--- src/rtl/bist_pkg.sv ---
// Shared definitions for the scan-BIST phase sequencer.
// State encoding and default chain/run dimensions.
package bist_pkg;

  typedef enum logic [2:0] {
    S_IDLE    = 3'd0,
    S_INIT    = 3'd1,
    S_SHIFT   = 3'd2,
    S_CAPTURE = 3'd3,
    S_UNLOAD  = 3'd4,
    S_DONE    = 3'd5
  } state_e;

  localparam int DEF_SCAN_LEN   = 16;
  localparam int DEF_N_PATTERNS = 1000;

endpackage

--- src/rtl/bist_cycle_counter.sv ---
// Up-counter with sync clear, enable and terminal flag.
// last_o is high while the count sits at MAX-1.
module bist_cycle_counter
  import bist_pkg::*;
#(
  parameter int W   = 4,
  parameter int MAX = 1
) (
  input  logic         clk_i,
  input  logic         rst_i,
  input  logic         clr_i,
  input  logic         en_i,
  output logic [W-1:0] cnt_o,
  output logic         last_o
);

  logic [W-1:0] cnt_q;
  logic [W-1:0] cnt_d;

  // Clear beats count; no wrap, the owner clears it.
  always_comb begin
    cnt_d = cnt_q;
    if (clr_i) begin
      cnt_d = '0;
    end else if (en_i) begin
      cnt_d = cnt_q + W'(1);
    end
  end

  // Count register with synchronous reset.
  always_ff @(posedge clk_i) begin
    if (rst_i) begin
      cnt_q <= '0;
    end else begin
      cnt_q <= cnt_d;
    end
  end

  assign cnt_o  = cnt_q;
  assign last_o = (cnt_q == W'(MAX - 1));

endmodule

--- src/rtl/bist_sequencer.sv ---
// Scan-BIST phase sequencer: seed, shift/capture, unload, done.
// Optional ABORT port when BIST_ABORT_EN is defined.
module bist_sequencer
  import bist_pkg::*;
#(
  parameter int SCAN_LEN   = DEF_SCAN_LEN,
  parameter int N_PATTERNS = DEF_N_PATTERNS,
  localparam int SC_W = $clog2(SCAN_LEN + 1),
  localparam int PC_W = $clog2(N_PATTERNS + 1)
) (
  input  logic            CLK,
  input  logic            RST,
  input  logic            START,
  output logic            SCAN_EN,
  output logic            SEED,
  output logic            MISR_EN,
  output logic            FINISH,
  output logic            BIST_END,
  output logic            BUSY,
  output logic [PC_W-1:0] PAT_CNT
`ifdef BIST_ABORT_EN
  ,
  input  logic            ABORT
`endif
);

  state_e state_q;
  state_e state_d;

  logic scan_en_q;
  logic seed_q;
  logic misr_en_q;
  logic finish_q;
  logic bist_end_q;
  logic busy_q;

  logic            run_q;
  logic            abort;
  logic            enter_init;
  logic            sc_en;
  logic            sc_clr;
  logic            sc_last;
  logic            pc_en;
  logic            pc_clr;
  logic            pc_last;
  logic [SC_W-1:0] sc_cnt_unused;

  assign run_q = (state_q inside {S_INIT, S_SHIFT,
                                  S_CAPTURE, S_UNLOAD});

`ifdef BIST_ABORT_EN
  assign abort = ABORT & run_q;
`else
  assign abort = 1'b0;
`endif

  assign enter_init = (state_q == S_IDLE) & START;

  assign sc_en  = (state_q == S_SHIFT) |
                  (state_q == S_UNLOAD);
  assign sc_clr = enter_init | abort | (sc_en & sc_last);
  assign pc_en  = (state_q == S_CAPTURE);
  assign pc_clr = enter_init | abort;

  bist_cycle_counter #(
    .W   (SC_W),
    .MAX (SCAN_LEN)
  ) u_shift_cnt (
    .clk_i  (CLK),
    .rst_i  (RST),
    .clr_i  (sc_clr),
    .en_i   (sc_en),
    .cnt_o  (sc_cnt_unused),
    .last_o (sc_last)
  );

  bist_cycle_counter #(
    .W   (PC_W),
    .MAX (N_PATTERNS)
  ) u_pat_cnt (
    .clk_i  (CLK),
    .rst_i  (RST),
    .clr_i  (pc_clr),
    .en_i   (pc_en),
    .cnt_o  (PAT_CNT),
    .last_o (pc_last)
  );

  // Phase transitions; abort overrides any busy phase.
  always_comb begin
    state_d = state_q;
    unique case (state_q)
      S_IDLE:    if (START) state_d = S_INIT;
      S_INIT:    state_d = S_SHIFT;
      S_SHIFT:   if (sc_last) state_d = S_CAPTURE;
      S_CAPTURE: state_d = pc_last ? S_UNLOAD : S_SHIFT;
      S_UNLOAD:  if (sc_last) state_d = S_DONE;
      S_DONE:    if (!START) state_d = S_IDLE;
      default:   state_d = S_IDLE;
    endcase
    if (abort) begin
      state_d = S_IDLE;
    end
  end

  // State and outputs registered from the next state.
  always_ff @(posedge CLK) begin
    if (RST) begin
      state_q    <= S_IDLE;
      scan_en_q  <= 1'b0;
      seed_q     <= 1'b0;
      misr_en_q  <= 1'b0;
      finish_q   <= 1'b0;
      bist_end_q <= 1'b0;
      busy_q     <= 1'b0;
    end else begin
      state_q    <= state_d;
      scan_en_q  <= state_d inside {S_SHIFT, S_UNLOAD};
      seed_q     <= (state_d == S_INIT);
      misr_en_q  <= state_d inside {S_SHIFT, S_CAPTURE,
                                    S_UNLOAD};
      finish_q   <= (state_d == S_DONE) &
                    (state_q != S_DONE);
      bist_end_q <= (state_d == S_DONE);
      busy_q     <= state_d inside {S_INIT, S_SHIFT,
                                    S_CAPTURE, S_UNLOAD};
    end
  end

  assign SCAN_EN  = scan_en_q;
  assign SEED     = seed_q;
  assign MISR_EN  = misr_en_q;
  assign FINISH   = finish_q;
  assign BIST_END = bist_end_q;
  assign BUSY     = busy_q;

endmodule

--- config.mk ---
export PLATFORM = sky130hd
export DESIGN_NAME = bist_sequencer
export DESIGN_NICKNAME = d
export VERILOG_FILES = /design/src/rtl/bist_pkg.sv /design/src/rtl/bist_cycle_counter.sv /design/src/rtl/bist_sequencer.sv
export SDC_FILE = /design/constraint.sdc
export NUM_CORES = 1
export LEC_CHECK = 0
export CAP_MARGIN = 10
export CORE_MARGIN = 2
export CORE_UTILIZATION = 35
export CTS_CLUSTER_SIZE = 14
export DETAILED_ROUTE_END_ITERATION = 6
export PLACE_DENSITY_LB_ADDON = 0.08
export SYNTH_ARGS = -nofsm -noshare
export SYNTH_HDL_FRONTEND = slang
export SYNTH_SLANG_ARGS = --single-unit
--- constraint.sdc ---
create_clock -name CLK -period 1.87 [get_ports CLK]
set_input_delay 0.561 -clock CLK [delete_from_list [all_inputs] [get_ports CLK]]
set_output_delay 0.561 -clock CLK [all_outputs]
set_load 0.05 [all_outputs]
==> reports/results.ini, run 1 <==
[outcome]
status=finished, final reports clean

[timing]
final-hold-violation-count=0
fin_crit_sh_pct=92.1
period_minus_slack_ns=1.72
slew-limit-headroom_pct=58.5
fmax_mhz=581
skew_ns=0.00518
grt_setup_unrepaired=false
holdWs_ns=0.505
maxSlewViolCount=0
final-setup-viol-count=0
worst_pin_slew_ns=0.618
worst_slack_ns=0.148

[power_and_ir_drop]
power_switching_uw=247
clkPwrFrac_pct=29.5
vdd_drop_max_uv=530
intPower_uw=691
p_leak_uw=0.000551
power.density_nw_per_um2=609
p_sw_share_pct=26.3
power_frac_seq_pct=56.6
p_comb_share_pct=14.0
total_power_uw=938

[global_routing]
top_usage_layer=met2
grt-ovfl-total=0
grt_max_degree=15
grtUsageMet2_pct=25.9
use_met3_pct=3.93
use_met1_pct=20.4
grt_pass1_vias=984
grtUsageTotal_pct=15.4
grt_pass1_wl_um=4450
antenna_found_initial=0

[synth]
synth_area_leaders=dfxtp_1, o31ai_1, or4_1, ha_1, a21oi_1
synth_area_sq_um=1180
synthSimpleGateAreaFrac_pct=27.0
syn-num-nets=134
synth-seq-cells=24
synth_top_area_share_pct=40.7
synth-main-ff-cell=dfxtp_1
yosysSeqAreaShare_pct=40.7
synth_xor_area_share_pct=2.22
synth_edf_count=0
synth_mux_area_share_pct=2.54
netlist_instances=128
synth_common_cells=dfxtp_1, a21oi_1, inv_1
synth_top_family_by_area=simple AND/OR/NAND/NOR gates
synth_cell_types=42
synth_compound_area_share_pct=18.8
synth_area_per_cell_sq_um=9.23
ys_async_sr_fraction_pct=0
synth_warnings=0
synth_fa_ha_area_share_pct=3.18
synth_largest_area_cell=dfxtp_1
synth_most_common_cell=dfxtp_1

[critical_path]
critical_path_depth=4
cp_max_fo=8
cp-end-kind=flop
reg2regPathDepth=5
crit_family=simple AND/OR/NAND/NOR gates
r2r_setup_slack_ns=0.18
crit_buf_inv=1
cpMaxStageDelayCell=or4b_1
cp.arrival_ns=1.93
max_stage_delay_ns=0.52
crit_chain=clkdlybuf4s50_1, or4b_1, nand2_1, nor2_1
cp_data_required_time_ns=2.08
cp-start-kind=input pin
critPathKind=input pin to flop

[routing]
via_per_inst=5.25
routed_wl_um=2640
vias=1050
drc=0
first_pass_iters=4
drt_iter0_drc=35
ant_nets=0
wl_per_cell_um=13.2

[job]
maxCapViolCount=0

[cts]
clk_latency_ns=0.31
clk_pin_slew_worst_paths_ns=0.14
tritoncts=yes
clk_path_buf_depth=2
cts_max_level=1
cts_hold_buf=0
clock-sinks=24
cts-root-buf=clkbuf_4
cts_buffers=3

[layout]
regArea_sq_um=480
fillers=338
drive_gt1_share_pct=24.0
multi_input_area_sq_um=641
layout.nets=161
diodes=0
area_growth_pct=30.3
fin_cells=200

[floorplan]
rows=21
initial_core_util_pct=36.0
coreArea_sq_um=3280
io_pins=19
die_h_um=62.1
die_width_um=62.1
dieArea_sq_um=3860

[place]
dp_slack_ns=-0.208
dp_hpwl_um=2040
gp_congestion=0.718
port_buffers=18
placed_cells=196

[hold_path]
holdPathStages=2
hold_path_class=flop to flop

## flip-flops by register name (all words and copies together) (netlist names)
register / cells
state_q: 3
MISR_EN: 1
u_shift_cnt.cnt_o: 5
SEED: 1
FINISH: 1
BIST_END: 1
u_pat_cnt.cnt_o: 10
SCAN_EN: 1
BUSY: 1
## final cells by class
type / instances / area share [%]
clock buffers: 4 / 2.36
inverters: 7 / 1.71
multi-input cells: 90 / 41.6
flip-flops and latches: 24 / 31.2
well taps: 46 / 3.74
repair buffers: 29 / 19.3
## metrics by stage
step                      util, %  TNS, ns  cell area [sq um]
after floorplan                 -        0               1180
after global placement       45.6    -2.35               1500
after detailed placement     45.6    -2.59               1500
after CTS                    46.7        0               1530
after global routing         46.9        0               1540
final                        46.9        0               1540
## layout by cell type (no fill, tap or decap), types with 2 or more instances in the layout
cell type and instances:
o31ai_1 6, mux2i_1 3, or4_1 6, nand2b_1 5, inv_1 7, clkdlybuf4s50_1 2, nor2_1 6, a21oi_1 7
xnor2_1 2, nand2_1 5, nand3b_1 4, buf_4 21, nor2b_1 2, buf_12 6, clkbuf_4 3, or3_1 3
nor3_1 3, a221oi_1 4, nor4_1 2, ha_1 3, nand3_1 6, dfxtp_1 24, o21ai_0 5
## cells by family after synthesis
| group | after synthesis |
|---|---|
| and+or+nand+nor | 51 |
| AOI/OAI and AO/OA | 30 |
| DFF | 24 |
| buffers and inverters | 14 |
| xor gates and xnor gates | 3 |
| muxes | 3 |
| adders and majority gates | 3 |
## per-layer routing
metal | up-vias | wire [um]
met4 | 0 | 17
met5 | - | 0
met2 | 11 | 1310
li1 | 535 | -
met3 | 2 | 68
met1 | 502 | 1250
## worst paths after layout
path	startpoint	end
worst min-delay path	u_shift_cnt.cnt_o[3]	u_shift_cnt.cnt_o[3]
worst max register to register	u_shift_cnt.cnt_o[0]	u_shift_cnt.cnt_o[4]
worst min register to register	u_shift_cnt.cnt_o[3]	u_shift_cnt.cnt_o[3]
worst max-delay path	START	u_pat_cnt.cnt_o[1]
## worst register-to-register path: cells and delay by family (launching register included)
family,cells,cell delay [ns]
and+or+nand+nor,2,0.52
DFF,1,0.37
adders and majority gates,2,0.47
AOI/OAI and AO/OA,1,0.25
## power by group through the flow
stage	Sequential, uW	Clock (uW)	Combinational, uW
2_1_floorplan	562	0	64.4
3_3_place_gp	541	0	128
3_5_place_dp	542	0	130
4_1_cts	531	289	131
5_1_grt	533	313	143
6_report	531	276	131
## what timing repair did
action | in CTS | in global routing
setup endpoints to repair | 0 | 4
buffers inserted | 0 | 0
resized for setup | 0 | 1
No activity file was read; power rests on OpenSTA's default activity.
==> inputs of run 2 (changes only) <==
--- a/config.mk
+++ b/config.mk
@@ -6,11 +6,14 @@
 export NUM_CORES = 1
 export LEC_CHECK = 0
 export CAP_MARGIN = 10
+export CELL_PAD_IN_SITES_DETAIL_PLACEMENT = 0
+export CELL_PAD_IN_SITES_GLOBAL_PLACEMENT = 1
 export CORE_MARGIN = 2
 export CORE_UTILIZATION = 35
 export CTS_CLUSTER_SIZE = 14
 export DETAILED_ROUTE_END_ITERATION = 6
 export PLACE_DENSITY_LB_ADDON = 0.08
+export SLEW_MARGIN = 10
 export SYNTH_ARGS = -nofsm -noshare
 export SYNTH_HDL_FRONTEND = slang
 export SYNTH_SLANG_ARGS = --single-unit
==> run 2 against run 1 <==
Compared with the run above:
- power is 12% higher
- hold slack is essentially flat
- global-route usage grew 0.56 points
- core utilization grew 1.1 points
- cell count grew 0.50%
- die area is the same
- first-iteration DRC count up 26%
- setup slack gained 0.026 ns
- sequential share of layout area fell by 0.72 points
- critical path type unchanged
==> reports/results.ini, run 2 (synthesized netlist as in run 1, its figures left out) <==
[timing]
worst_pin_slew_ns=0.312
period_minus_slack_ns=1.70
slew-limit-headroom_pct=79.0
skew_ns=0.00673
final-setup-viol-count=0
fin_crit_sh_pct=90.7
final-hold-violation-count=0
worst_slack_ns=0.175
maxSlewViolCount=0
fmax_mhz=590
grt_setup_unrepaired=false

[power_and_ir_drop]
p_sw_share_pct=24.4
clkPwrFrac_pct=36.4
p_comb_share_pct=13.4
p_leak_uw=0.000568
vdd_drop_max_uv=319
intPower_uw=797
power_frac_seq_pct=50.2
power.density_nw_per_um2=669
total_power_uw=1050
power_switching_uw=257

[floorplan]
rows=21
dieArea_sq_um=3860
initial_core_util_pct=36.0
die_h_um=62.1
die_width_um=62.1
io_pins=19
coreArea_sq_um=3280

[layout]
area_growth_pct=33.4
diodes=0
final_cell_mix=dfxtp_1, buf_4, inv_1, a21oi_1, buf_12
drive_gt1_share_pct=24.5
largest_reg_flops=10
layout.nets=162
final_common_cell=dfxtp_1
fillers=333

[cts]
cts_max_level=1
cts_buffers=3
clock-sinks=24
clk_pin_slew_worst_paths_ns=0.13
postCtsSetupRepairBufs=0
clk_latency_ns=0.33
cts-root-buf=clkbuf_4
clk_path_buf_depth=2
tritoncts=yes

[critical_path]
cp_data_required_time_ns=2.09
cp_max_fo=5
cp-end-kind=flop
cp.arrival_ns=1.91
r2r_setup_slack_ns=0.21
critPathKind=input pin to flop
cp-start-kind=input pin

[routing]
first_pass_iters=4
ant_nets=0
via_per_inst=5.32
routed_wl_um=2680
wl_per_cell_um=13.3
vias=1069
drt_iter0_drc=44
drc=0

[global_routing]
grt_max_degree=17
grt_pass1_wl_um=4510
grtUsageTotal_pct=15.9
grt_pass1_vias=990
antenna_found_initial=0
grt-ovfl-total=0

[job]
maxCapViolCount=0

[place]
dp_slack_ns=-0.173
port_buffers=18
dp_hpwl_um=1920
gp_congestion=0.768

[hold_path]
hold_path_class=flop to flop

[outcome]
status=finished, final reports clean

[run 2: final cells by class]
| class | instances | area (sq um) | share of cell area, % |
|---|---|---|---|
| clock buffers | 3 | 22.5 | 1.43 |
| well taps | 46 | 57.6 | 3.65 |
| flip-flops and latches | 24 | 480 | 30.5 |
| repair buffers | 30 | 318 | 20.2 |
| multi-input cells | 90 | 641 | 40.7 |
| clock inverters | 1 | 30.0 | 1.91 |
| inverters | 7 | 26.3 | 1.67 |
[run 2: worst paths after layout]
| kind | startpoint | to | cells after the start |
|---|---|---|---|
| worst min-delay path | u_pat_cnt.cnt_o[8] | u_pat_cnt.cnt_o[8] | 2 |
| worst max-delay path | START | u_pat_cnt.cnt_o[9] | 5 |
| worst max register to register | u_shift_cnt.cnt_o[0] | u_shift_cnt.cnt_o[0] | 6 |
| worst min register to register | u_pat_cnt.cnt_o[8] | u_pat_cnt.cnt_o[8] | 2 |
[run 2: power by group through the flow]
stage	clock (uW)	sequential (uW)	combinational, uW
2_1_floorplan	0	562	64.4
3_3_place_gp	0	540	139
3_5_place_dp	0	540	141
4_1_cts	401	529	141
5_1_grt	416	531	153
6_report	384	529	142
[run 2: through the flow]
stage	cells	util (%)	area, sq um	setup TNS, ns	hold WS (ns)
after global routing	201	48.0	1580	0	0.532
after detailed placement	197	46.2	1520	-2.56	0.486
final	201	48.0	1580	0	0.505
after CTS	201	47.8	1570	0	0.505
after floorplan	128	-	1180	0	0.465
after global placement	197	46.2	1520	-2.17	0.473
[run 2: worst max-delay path: stages]
cell and delay (ns):
clkdlybuf4s50_1 0.47, or4b_1 0.53, buf_4 0.19, nand3b_1 0.08, mux2i_1 0.07
[run 2: layer usage]
| layer | share of wire, % | vias to the layer above | GRT usage (%) | routed length (um) |
|---|---|---|---|---|
| met5 | 0 | - | 0 | 0 |
| met4 | 1.9 | 0 | 7.29 | 51 |
| met3 | 3.2 | 5 | 3.31 | 86 |
| met2 | 42 | 19 | 23.1 | 1140 |
| met1 | 52 | 503 | 22.6 | 1410 |
| li1 | - | 542 | - | - |
[run 2: what timing repair did]
| item | in CTS | in global routing |
|---|---|---|
| hold buffers | 0 | 0 |
| resized for setup | 0 | 1 |
| hold endpoints to repair | 0 | 0 |
| endpoints found under the setup margin | 0 | 4 |
==> inputs of run 3 (changes only) <==
==> constraint.sdc (replaced) <==
create_clock -name CLK -period 1.7 [get_ports CLK]
set_input_delay 0.51 -clock CLK [delete_from_list [all_inputs] [get_ports CLK]]
set_output_delay 0.51 -clock CLK [all_outputs]
set_load 0.05 [all_outputs]
==> run 3 against run 2 <==
Compared with the run above:
- clock-buffer cell count is 1 higher
- largest cell class unchanged
- combinational power is 20% higher
- global-route usage is 0.38 points higher
==> reports/results.ini, run 3 (synthesized netlist as in run 1, its figures left out) <==
[outcome]
status=finished, final reports clean

[floorplan]
io_pins=19
die_h_um=62.1
die_width_um=62.1
dieArea_sq_um=3860
initial_core_util_pct=36.0
coreArea_sq_um=3280
rows=21

[cts]
clock-sinks=24
clk_path_buf_depth=2
cts-root-buf=clkbuf_4
tritoncts=yes
clk_pin_slew_worst_paths_ns=0.14
cts_max_level=1
clk_latency_ns=0.32
cts_buffers=3
postCtsSetupRepairBufs=0

[timing]
grt_setup_unrepaired=false
fin_crit_sh_pct=98.8
fmax_mhz=595
slew-limit-headroom_pct=79.3
final-hold-violation-count=0
skew_ns=0.00913
final-setup-viol-count=0
worst_pin_slew_ns=0.308
period_minus_slack_ns=1.68
maxSlewViolCount=0

[critical_path]
r2r_start=u_shift_cnt.cnt_o[0]
crit_start=START
critPathKind=input pin to flop
crit_chain=clkdlybuf4s50_1, or4b_1, buf_4, nand3_1, mux2i_1
cp_data_required_time_ns=1.90
cp-end-kind=flop
critical_path_depth=5
cp.arrival_ns=1.88
max_stage_delay_ns=0.55
crit_family=buffers and inverters
crit_buf_inv=2
cp_max_fo=5
cp-start-kind=input pin
cpMaxStageDelayCell=or4b_1
reg2regPathDepth=5

[layout]
regArea_sq_um=487
layout.nets=166
drive_gt1_share_pct=31.4
fillers=307
diodes=0
design_area_sq_um=1730
area_growth_pct=46.5
multi_input_area_sq_um=663
fin_cells=205
final_util_pct=52.7
final_cell_mix=dfxtp_1, buf_12, buf_4
largest_reg_flops=10
final_common_cell=dfxtp_1

[job]
maxCapViolCount=0

[place]
gp_congestion=0.727
dp_hpwl_um=2010
port_buffers=18
placed_cells=201
postPlaceCellArea_sq_um=1660

[global_routing]
grt-ovfl-total=0
grt_pass1_vias=1008
grt_max_degree=15
antenna_found_initial=0
grt_pass1_wl_um=4580
grtUsageTotal_pct=16.3

[hold_path]
hold_path_class=flop to flop
holdPathStages=2
min-delay-start=u_shift_cnt.cnt_o[3]

[power_and_ir_drop]
power.density_nw_per_um2=615
p_leak_uw=0.000609
vdd_drop_max_uv=319

[routing]
drt_iter0_drc=73
vias=1073
wl_per_cell_um=13.5
routed_wl_um=2770
via_per_inst=5.23
first_pass_iters=4
ant_nets=0
drc=0

run 3: cell count changes in the layout (fill, tap and decap cells not counted), sizes merged:
cell,previous run,this run
clkbuf,3,4
buf,28,32
bufinv,1,0
run 3: final timing paths:
kind	to	slack [ns]
worst min register to register	u_shift_cnt.cnt_o[3]	0.51
worst min-delay path	u_shift_cnt.cnt_o[3]	0.51
worst max-delay path	u_pat_cnt.cnt_o[9]	0.02
worst max register to register	u_shift_cnt.cnt_o[4]	0.05
run 3: power by group:
| part | total, uW | leakage (uW) | internal [uW] | switching (uW) |
|---|---|---|---|---|
| clock | 304 | 0.0000210 | 131 | 173 |
| sequential | 591 | 0.000197 | 576 | 15.5 |
| combinational | 170 | 0.000391 | 78.0 | 91.5 |
run 3: final cells by class:
cell class	instances	area share (%)
sequential	24	28.1
timing repair buffer	34	26.6
tap	46	3.33
inverter	7	1.52
clock buffer	4	2.10
multi-input combinational	90	38.3
run 3: repair_timing:
action	4_1_cts	5_1_grt
hold buffers	0	0
setup endpoints to repair	6	3
pin swaps	0	0
resized for setup	2	6
endpoints found under the hold margin	0	0
gates cloned	0	0
run 3: per-layer routing:
metal | part of all wire (%) | track usage, %
met1 | 49 | 23.3
met2 | 47 | 24.1
met3 | 3.9 | 3.31
met4 | 0.83 | 6.08
met5 | 0 | 0
run 3: stage by stage:
stage	worst slack [ns]	total power, uW	setup TNS, ns	hold WS [ns]
after floorplan	0.00226	689	0	0.465
after global placement	-0.299	763	-4.64	0.479
after detailed placement	-0.362	764	-5.30	0.497
after CTS	0.00306	1070	0	0.516
after global routing	0.00326	1120	0	0.529
final	0.0201	1060	0	0.514
run 3: worst register-to-register path: cells and delay by family (launching register included):
family / cells / cell delay (ns)
AOI/OAI and AO/OA: 1 / 0.21
adders and majority gates: 2 / 0.46
DFF: 1 / 0.36
and+or+nand+nor: 2 / 0.54
